==> src/rtl/fsm_spir_adc_nch.sv <==
// -----------------------------------------------------------------------------
// fsm_spir_adc_nch
//
// SPI-read controller for multi-channel ADC readout. Each start request reads
// NCH frames back to back. Every frame is FRAME_BITS slow_clk_i ticks long.
// The first SKIP_BITS bits are discarded, the next DATA_W bits are shifted in
// MSB first, and any remaining bits are clocked but dropped. After each frame
// the captured word is presented on data_o with a one-cycle valid_o strobe.
// GAP_TICKS idle ticks separate consecutive frames. After the last channel,
// hab_o pulses once.
//
// Optional feature: macro SPIR_CONT_EN adds input cont_i. When cont_i is high
// in DONE, a new scan starts immediately. IDLE is skipped and eor_o stays low.
//
// Ports:
//   clk_i       system clock
//   rst_i       asynchronous active-low reset
//   strr_i      start request (level, sampled in IDLE only)
//   slow_clk_i  one-clk-wide SPI sample tick
//   miso_i      serial data from the ADC
//   cont_i      continuous-scan enable (SPIR_CONT_EN builds only)
//   data_o      last captured word
//   ch_o        channel index of data_o / current frame
//   valid_o     one-cycle strobe when data_o/ch_o are updated
//   eor_o       end-of-read: high in IDLE, low while reading
//   hab_o       one-cycle done pulse after the last channel
//   cnt_o       bit count within the current frame
// -----------------------------------------------------------------------------
module fsm_spir_adc_nch #(
   parameter int FRAME_BITS = 32,
   parameter int SKIP_BITS  = 14,
   parameter int DATA_W     = 18,
   parameter int NCH        = 4,
   parameter int GAP_TICKS  = 2,
   localparam int CH_W      = (NCH > 1) ? $clog2(NCH) : 1,
   localparam int CNT_W     = $clog2(FRAME_BITS + 1)
) (
   input  logic              clk_i,
   input  logic              rst_i,
   input  logic              strr_i,
   input  logic              slow_clk_i,
   input  logic              miso_i,
`ifdef SPIR_CONT_EN
   input  logic              cont_i,
`endif
   output logic [DATA_W-1:0] data_o,
   output logic [CH_W-1:0]   ch_o,
   output logic              valid_o,
   output logic              eor_o,
   output logic              hab_o,
   output logic [CNT_W-1:0]  cnt_o
);

   localparam int GAP_W = (GAP_TICKS > 0) ? $clog2(GAP_TICKS + 1) : 1;

   localparam logic [CNT_W-1:0] SKIP_C  = CNT_W'(SKIP_BITS);
   localparam logic [CNT_W-1:0] DEND_C  = CNT_W'(SKIP_BITS + DATA_W);
   localparam logic [CNT_W-1:0] FRAME_C = CNT_W'(FRAME_BITS);
   localparam logic [CH_W-1:0]  CH_LAST = CH_W'(NCH - 1);
   localparam logic [GAP_W-1:0] GAP_LAST = GAP_W'((GAP_TICKS > 0) ? GAP_TICKS - 1 : 0);

   typedef enum logic [2:0] {
      S_IDLE,
      S_WAIT,
      S_CHK,
      S_LATCH,
      S_GAP,
      S_DONE
   } state_t;

   state_t             state_q;
   logic [DATA_W-1:0]  data_q;
   logic [DATA_W-1:0]  shift_q;
   logic [CH_W-1:0]    ch_q;
   logic [CNT_W-1:0]   cnt_q;
   logic [GAP_W-1:0]   gap_q;
   logic               valid_q;
   logic               eor_q;
   logic               hab_q;

   always_ff @(posedge clk_i or negedge rst_i) begin
      if (!rst_i) begin
         state_q <= S_IDLE;
         data_q  <= '0;
         shift_q <= '0;
         ch_q    <= '0;
         cnt_q   <= '0;
         gap_q   <= '0;
         valid_q <= 1'b0;
         eor_q   <= 1'b1;
         hab_q   <= 1'b0;
      end else begin
         valid_q <= 1'b0;
         hab_q   <= 1'b0;
         case (state_q)
            S_IDLE: begin
               eor_q <= 1'b1;
               if (strr_i) begin
                  ch_q    <= '0;
                  cnt_q   <= '0;
                  shift_q <= '0;
                  eor_q   <= 1'b0;
                  state_q <= S_WAIT;
               end
            end

            S_WAIT: begin
               if (slow_clk_i) begin
                  cnt_q <= cnt_q + CNT_W'(1);
                  // Window test uses the pre-increment count: bit index within frame.
                  if (cnt_q >= SKIP_C && cnt_q < DEND_C) begin
                     shift_q <= {shift_q[DATA_W-2:0], miso_i};
                  end
                  state_q <= S_CHK;
               end
            end

            S_CHK: begin
               state_q <= (cnt_q == FRAME_C) ? S_LATCH : S_WAIT;
            end

            S_LATCH: begin
               data_q  <= shift_q;
               valid_q <= 1'b1;
               if (ch_q == CH_LAST) begin
                  state_q <= S_DONE;
               end else begin
                  cnt_q   <= '0;
                  shift_q <= '0;
                  gap_q   <= '0;
                  state_q <= S_GAP;
               end
            end

            S_GAP: begin
               if (GAP_TICKS == 0) begin
                  ch_q    <= ch_q + CH_W'(1);
                  state_q <= S_WAIT;
               end else if (slow_clk_i) begin
                  if (gap_q == GAP_LAST) begin
                     ch_q    <= ch_q + CH_W'(1);
                     state_q <= S_WAIT;
                  end else begin
                     gap_q <= gap_q + GAP_W'(1);
                  end
               end
            end

            S_DONE: begin
               hab_q <= 1'b1;
               cnt_q <= '0;
`ifdef SPIR_CONT_EN
               if (cont_i) begin
                  ch_q    <= '0;
                  shift_q <= '0;
                  state_q <= S_WAIT;
               end else begin
                  eor_q   <= 1'b1;
                  state_q <= S_IDLE;
               end
`else
               eor_q   <= 1'b1;
               state_q <= S_IDLE;
`endif
            end

            default: begin
               eor_q   <= 1'b1;
               state_q <= S_IDLE;
            end
         endcase
      end
   end

   assign data_o  = data_q;
   assign ch_o    = ch_q;
   assign valid_o = valid_q;
   assign eor_o   = eor_q;
   assign hab_o   = hab_q;
   assign cnt_o   = cnt_q;

endmodule

==> config.mk <==
export PLATFORM = sky130hd
export DESIGN_NAME = fsm_spir_adc_nch
export DESIGN_NICKNAME = d
export VERILOG_FILES = /design/src/rtl/fsm_spir_adc_nch.sv
export SDC_FILE = /design/constraint.sdc
export NUM_CORES = 1
export LEC_CHECK = 0
export ABC_CLOCK_PERIOD_IN_PS = 2000
export CAP_MARGIN = 20
export CORE_UTILIZATION = 53
export DETAILED_ROUTE_END_ITERATION = 12
export HOLD_SLACK_MARGIN = 0.03
export PLACE_DENSITY = 0.78
export SYNTH_ARGS = -nofsm -noshare
export SYNTH_HDL_FRONTEND = slang
export SYNTH_SLANG_ARGS = --single-unit
==> constraint.sdc <==
create_clock -name clk_i -period 2 [get_ports clk_i]
set_input_delay 0.2 -clock clk_i [delete_from_list [all_inputs] [get_ports clk_i]]
set_output_delay 0.2 -clock clk_i [all_outputs]
set_load 0.01 [all_outputs]
# Word level (Yosys, flattened, before mapping)
# Index checks and enable logic that the tools add are counted.
# op_classes
n_addsub,3
order_cmp,2
eq_ne,15
muxes,28
reduce_logical,12
# ops
operator,n
18-bit 2-to-1 mux,4
18-bit case mux with 3 select lines,1
6-bit case mux with 4 select lines,1
6-bit 2-to-1 mux,3
4-bit AND reduction,4
3-bit case mux with 5 select lines,1
2-bit 2-to-1 mux,7
2-bit != test (second input constant),7
3-bit 2-to-1 mux,4
2-bit case mux with 2 select lines,2
6-bit by 1-bit adder with 6-bit output (second input constant),1
3-bit by 2-bit equality test with 1-bit output (second input constant),2
3-bit equality test (second input constant),2
6-bit equality test (second input constant),1
6-bit by 4-bit >= comparator with 1-bit output (second input constant),1
6-bit less-than comparator (second input constant),1
5-bit AND reduction,1
2-bit by 1-bit adder with 2-bit output (second input constant),2
1-bit 2-to-1 mux,4
2-bit nonzero test,2
4-bit nonzero test,1
4-bit OR reduction,1
3-bit by 1-bit equality test with 1-bit output (second input constant),1
3-bit zero test,1
other kinds (5),5
# totals
ff_bits,52
inputBits,5
output_inout_bits,29
wordCells,69

# Longest topological paths before layout
# Gate-level depths: netlist of run 1.
# logic_depth
depth_word,5
mapped_depth,8

# Worst setup path after synthesis of run 1
# No wires, ideal clock.
# synth_timing
path_kind,register to register
start,reg cnt_q[0] (netlist: cnt_o[0])
end,reg shift_q[10]
arrival_time_ns,1.749
required_ns,1.879
slack_ns,0.130
path_stages_with_launch,9
path_buffers,2
period_less_slack_ns,1.870
cell_sequence,dfrtp_1 inv_1 ha_1 o211ai_1 a21o_1 a221o_1 buf_2 buf_6 a22o_2
# synth_via
elab_chain_cells,4
elab_cells_between_ends,5
classes_between,2 x order compare; 1 x eq/ne; 2 x reduce/logical
# synth_rtl
element,line,text
start: declaration,75,logic [CNT_W-1:0] cnt_q;
start signal: assignment,109,cnt_q <= cnt_q + CNT_W'(1);
6-bit by 4-bit >= comparator with 1-bit output / 6-bit less-than comparator (equally long branches),111,if (cnt_q >= SKIP_C && cnt_q < DEND_C) begin
1-bit logical AND (*),111,
2-bit != test (no line) (*),n/a,
5-bit AND reduction (no line) (*),n/a,
end signal: assignment,112,"shift_q <= {shift_q[DATA_W-2:0], miso_i};"
end: declaration,73,logic [DATA_W-1:0] shift_q;
# Every way passes the cells marked *; elsewhere a longest branch is shown, timed or not.
# A chain may end at the register's enable or synchronous reset.

# Final worst setup path of run 1
# layout_timing
start,reg ch_q[0] (netlist: ch_o[0])
end,reg shift_q[9]
# layout_via
elab_chain_cells,3
# layout_rtl
element,line,text
start: declaration,74,logic [CH_W-1:0] ch_q;
start signal: assignment,137,ch_q <= ch_q + CH_W'(1);
start signal: assignment,141,ch_q <= ch_q + CH_W'(1);
2-bit equality test,125,if (ch_q == CH_LAST) begin
2-bit != test (no line),n/a,
5-bit AND reduction (no line),n/a,
# Every way passes these cells.

==> results of run 1 <==
## final timing paths
kind / startpoint / to
max in group asynchronous: rst_i / eor_o
min: rst_i / data_o[1]
max reg2reg: ch_o[0] / shift_q[9]
min in group clk_i: data_o[16] / data_o[16]
min reg2reg: data_o[16] / data_o[16]
max: ch_o[0] / shift_q[9]
## state kept, by name, summed over array words and instances (netlist names)
| name | cells |
|---|---|
| shift_q | 18 |
| eor_o | 1 |
| gap_q | 2 |
| cnt_o | 6 |
| state_q | 3 |
| ch_o | 2 |
| valid_o | 1 |
| hab_o | 1 |
| data_o | 18 |
## Yosys cell counts (4+ instances only)
cell type / number
dfrtp_1: 51
a22o_2: 14
nand2_1: 6
nand3_1: 7
a22o_1: 4
ha_1: 4
o21ai_0: 6
nor2_1: 6
mux2_2: 20
inv_1: 6
a21oi_1: 4
## report_power, final
group          switching, W  total (W)  internal, W
Clock              0.000358   0.000606     0.000249
Sequential         0.000104    0.00126      0.00115
Combinational      0.000537   0.000990     0.000453
## metal layers
metal  routed length, um  vias to the layer above  global-route usage
met3                 206                        9              0.0693
met1                1990                      788               0.281
li1                    -                      740                   -
met2                2030                       46               0.324
met4                  82                        0               0.104
met5                   0                        -                   0
## area by class of cell
| type | instances | area (sq um) | area share |
|---|---|---|---|
| Clock inverter | 3 | 21.3 | 0.00755 |
| Inverter | 6 | 22.5 | 0.00799 |
| Tap cell | 50 | 62.6 | 0.0222 |
| Clock buffer | 5 | 68.8 | 0.0244 |
| Multi-Input combinational cell | 112 | 898 | 0.319 |
| Sequential cell | 52 | 1300 | 0.462 |
| Timing Repair Buffer | 45 | 443 | 0.157 |
## repair_timing
action / in CTS / in global routing
setup endpoints to repair: 0 / 0
hold buffers: 1 / 0
endpoints found under the hold margin: 18 / 0
buffers inserted: 0 / 0
## critical path: cells and delay by family, from the launching register on
family | cells | cell delay, ns
buf+inv | 1 | 0.16
fa+ha+maj | 1 | 0.26
flops | 1 | 0.42
compound gates | 3 | 0.70
simple gates | 1 | 0.15
## stage by stage
step / power, W / cell area, sq um / util / setup slack (ns)
global placement: 0.00222 / 2720 / 0.670 / 0.0473
global route: 0.00302 / 2820 / 0.695 / 0.0849
floorplan: 0.00191 / 2280 / - / 0.130
CTS: 0.00287 / 2820 / 0.695 / 0.191
detailed placement: 0.00226 / 2720 / 0.670 / 0.0139
finish: 0.00285 / 2820 / 0.695 / 0.197
## cell families after synthesis
logic type | share of synthesized area
compound gates | 0.165
mux | 0.0987
simple gates | 0.108
flops | 0.571
buf+inv | 0.0356
fa+ha+maj | 0.0219
==> out/metrics.cfg, run 1 <==
[die]
dieArea_sq_um = 4570
die_x_um = 67.6
rows = 23
dieHeight_um = 67.6
core_area_sq_um = 4060
initial_utilization = 0.562
ios = 34

[yosys]
yosysTopAreaCellShare = 0.559
syn_area_per_cell_sq_um = 12.8
synth_cells = 178
synth_cell_types = 41
yosys.area.top_type = dfrtp_1
synth_nets = 187
synth_edf_count = 0
ys_ff_latch = 52
synth-main-ff-cell = dfrtp_1
ys_async_sr_fraction = 1.00
ys_top_cells_by_area = dfrtp_1, mux2_2, a22o_2
yosysSeqAreaShare = 0.571
synth_area_sq_um = 2280
yosysWarningCount = 0

[detailed_routing]
final_antenna_net_count = 0
route.detailed.drc = 0
via_per_inst = 5.80
wire_per_inst_um = 15.8
via_count = 1583
drt-initial-drc-count = 75
wirelength_mm = 4.31
firstDrtPassIters = 4

[sta]
max_freq_mhz = 555
setup_viol = 0
slew_headroom = 0.599
rsz0062_at_grt = false
fin_tns_setup_ns = 0
holdWs_ns = 0.345
skew_ns = 0.00459
hold_viol = 0
final_max_slew_viol_count = 0
period_needed_ns = 1.80
worstMarginPinSlew_ns = 0.587
period_share = 0.901

[worst_setup_path]
worst_setup_path_start_kind = flop
required_ns = 2.21
max_stage_delay_ns = 0.42
r2r_slack_ns = 0.20
setup.worst_path.end_class = flop
cp_max_fo = 18
critPathSlowestCell = dfrtp_1
critical_path_class = flop to flop
cp.arrival_ns = 2.01
reg2reg_depth = 6
crit_chain = ha_1, nor2b_1, o21ai_2, a221o_1, buf_12, a22o_2

[clock_tree]
root_buffer = clkbuf_8
cts.sinks = 52
clock_path_buffers = 2
numCtsBuffers = 5
clk_latency_ns = 0.31
cts_tree = yes
cts.reportedPaths.clkPinSlew_ns = 0.10
htree_num_levels = 2
post_cts_resized = 0

[final_layout]
layout_common_cells = dfrtp_1, clkdlybuf4s50_1, mux2_2
syn2layout_area_growth_pct = 23.5
layout-drive-gt1-share = 0.269
diodes = 0
fin_nets = 231
fin_cells = 273
final_common_cell = dfrtp_1
nFillCells = 285

[global_routing]
grt_use_total = 0.216
grt_max_degree = 21
antenna_found_initial = 0
grt-ovfl-total = 0
grt_pass1_wl_mm = 7.04
grt_pass1_vias = 1523

[status]
outcome = finished, final reports clean

[hold_path]
hold_path_class = input pin to async pin

[place]
gp_congestion = 0.790
place_hpwl_mm = 3.12
place_inst = 264
port_buffers = 33

[power]
vdd_drop_max_mv = 0.718
power_density_nw_per_um2 = 1010
p_leak_nw = 1.34

[run]
drv_cap = 0

No activity file was read; power rests on OpenSTA's default activity.
==> run 2: changes to the inputs <==
--- a/config.mk
+++ b/config.mk
@@ -8,6 +8,7 @@
 export ABC_CLOCK_PERIOD_IN_PS = 2000
 export CAP_MARGIN = 20
 export CORE_UTILIZATION = 53
+export CTS_CLUSTER_SIZE = 25
 export DETAILED_ROUTE_END_ITERATION = 12
 export HOLD_SLACK_MARGIN = 0.03
 export PLACE_DENSITY = 0.78
==> results of run 2 <==
The final DEF is identical to that of run 1; final timing and power are the same.
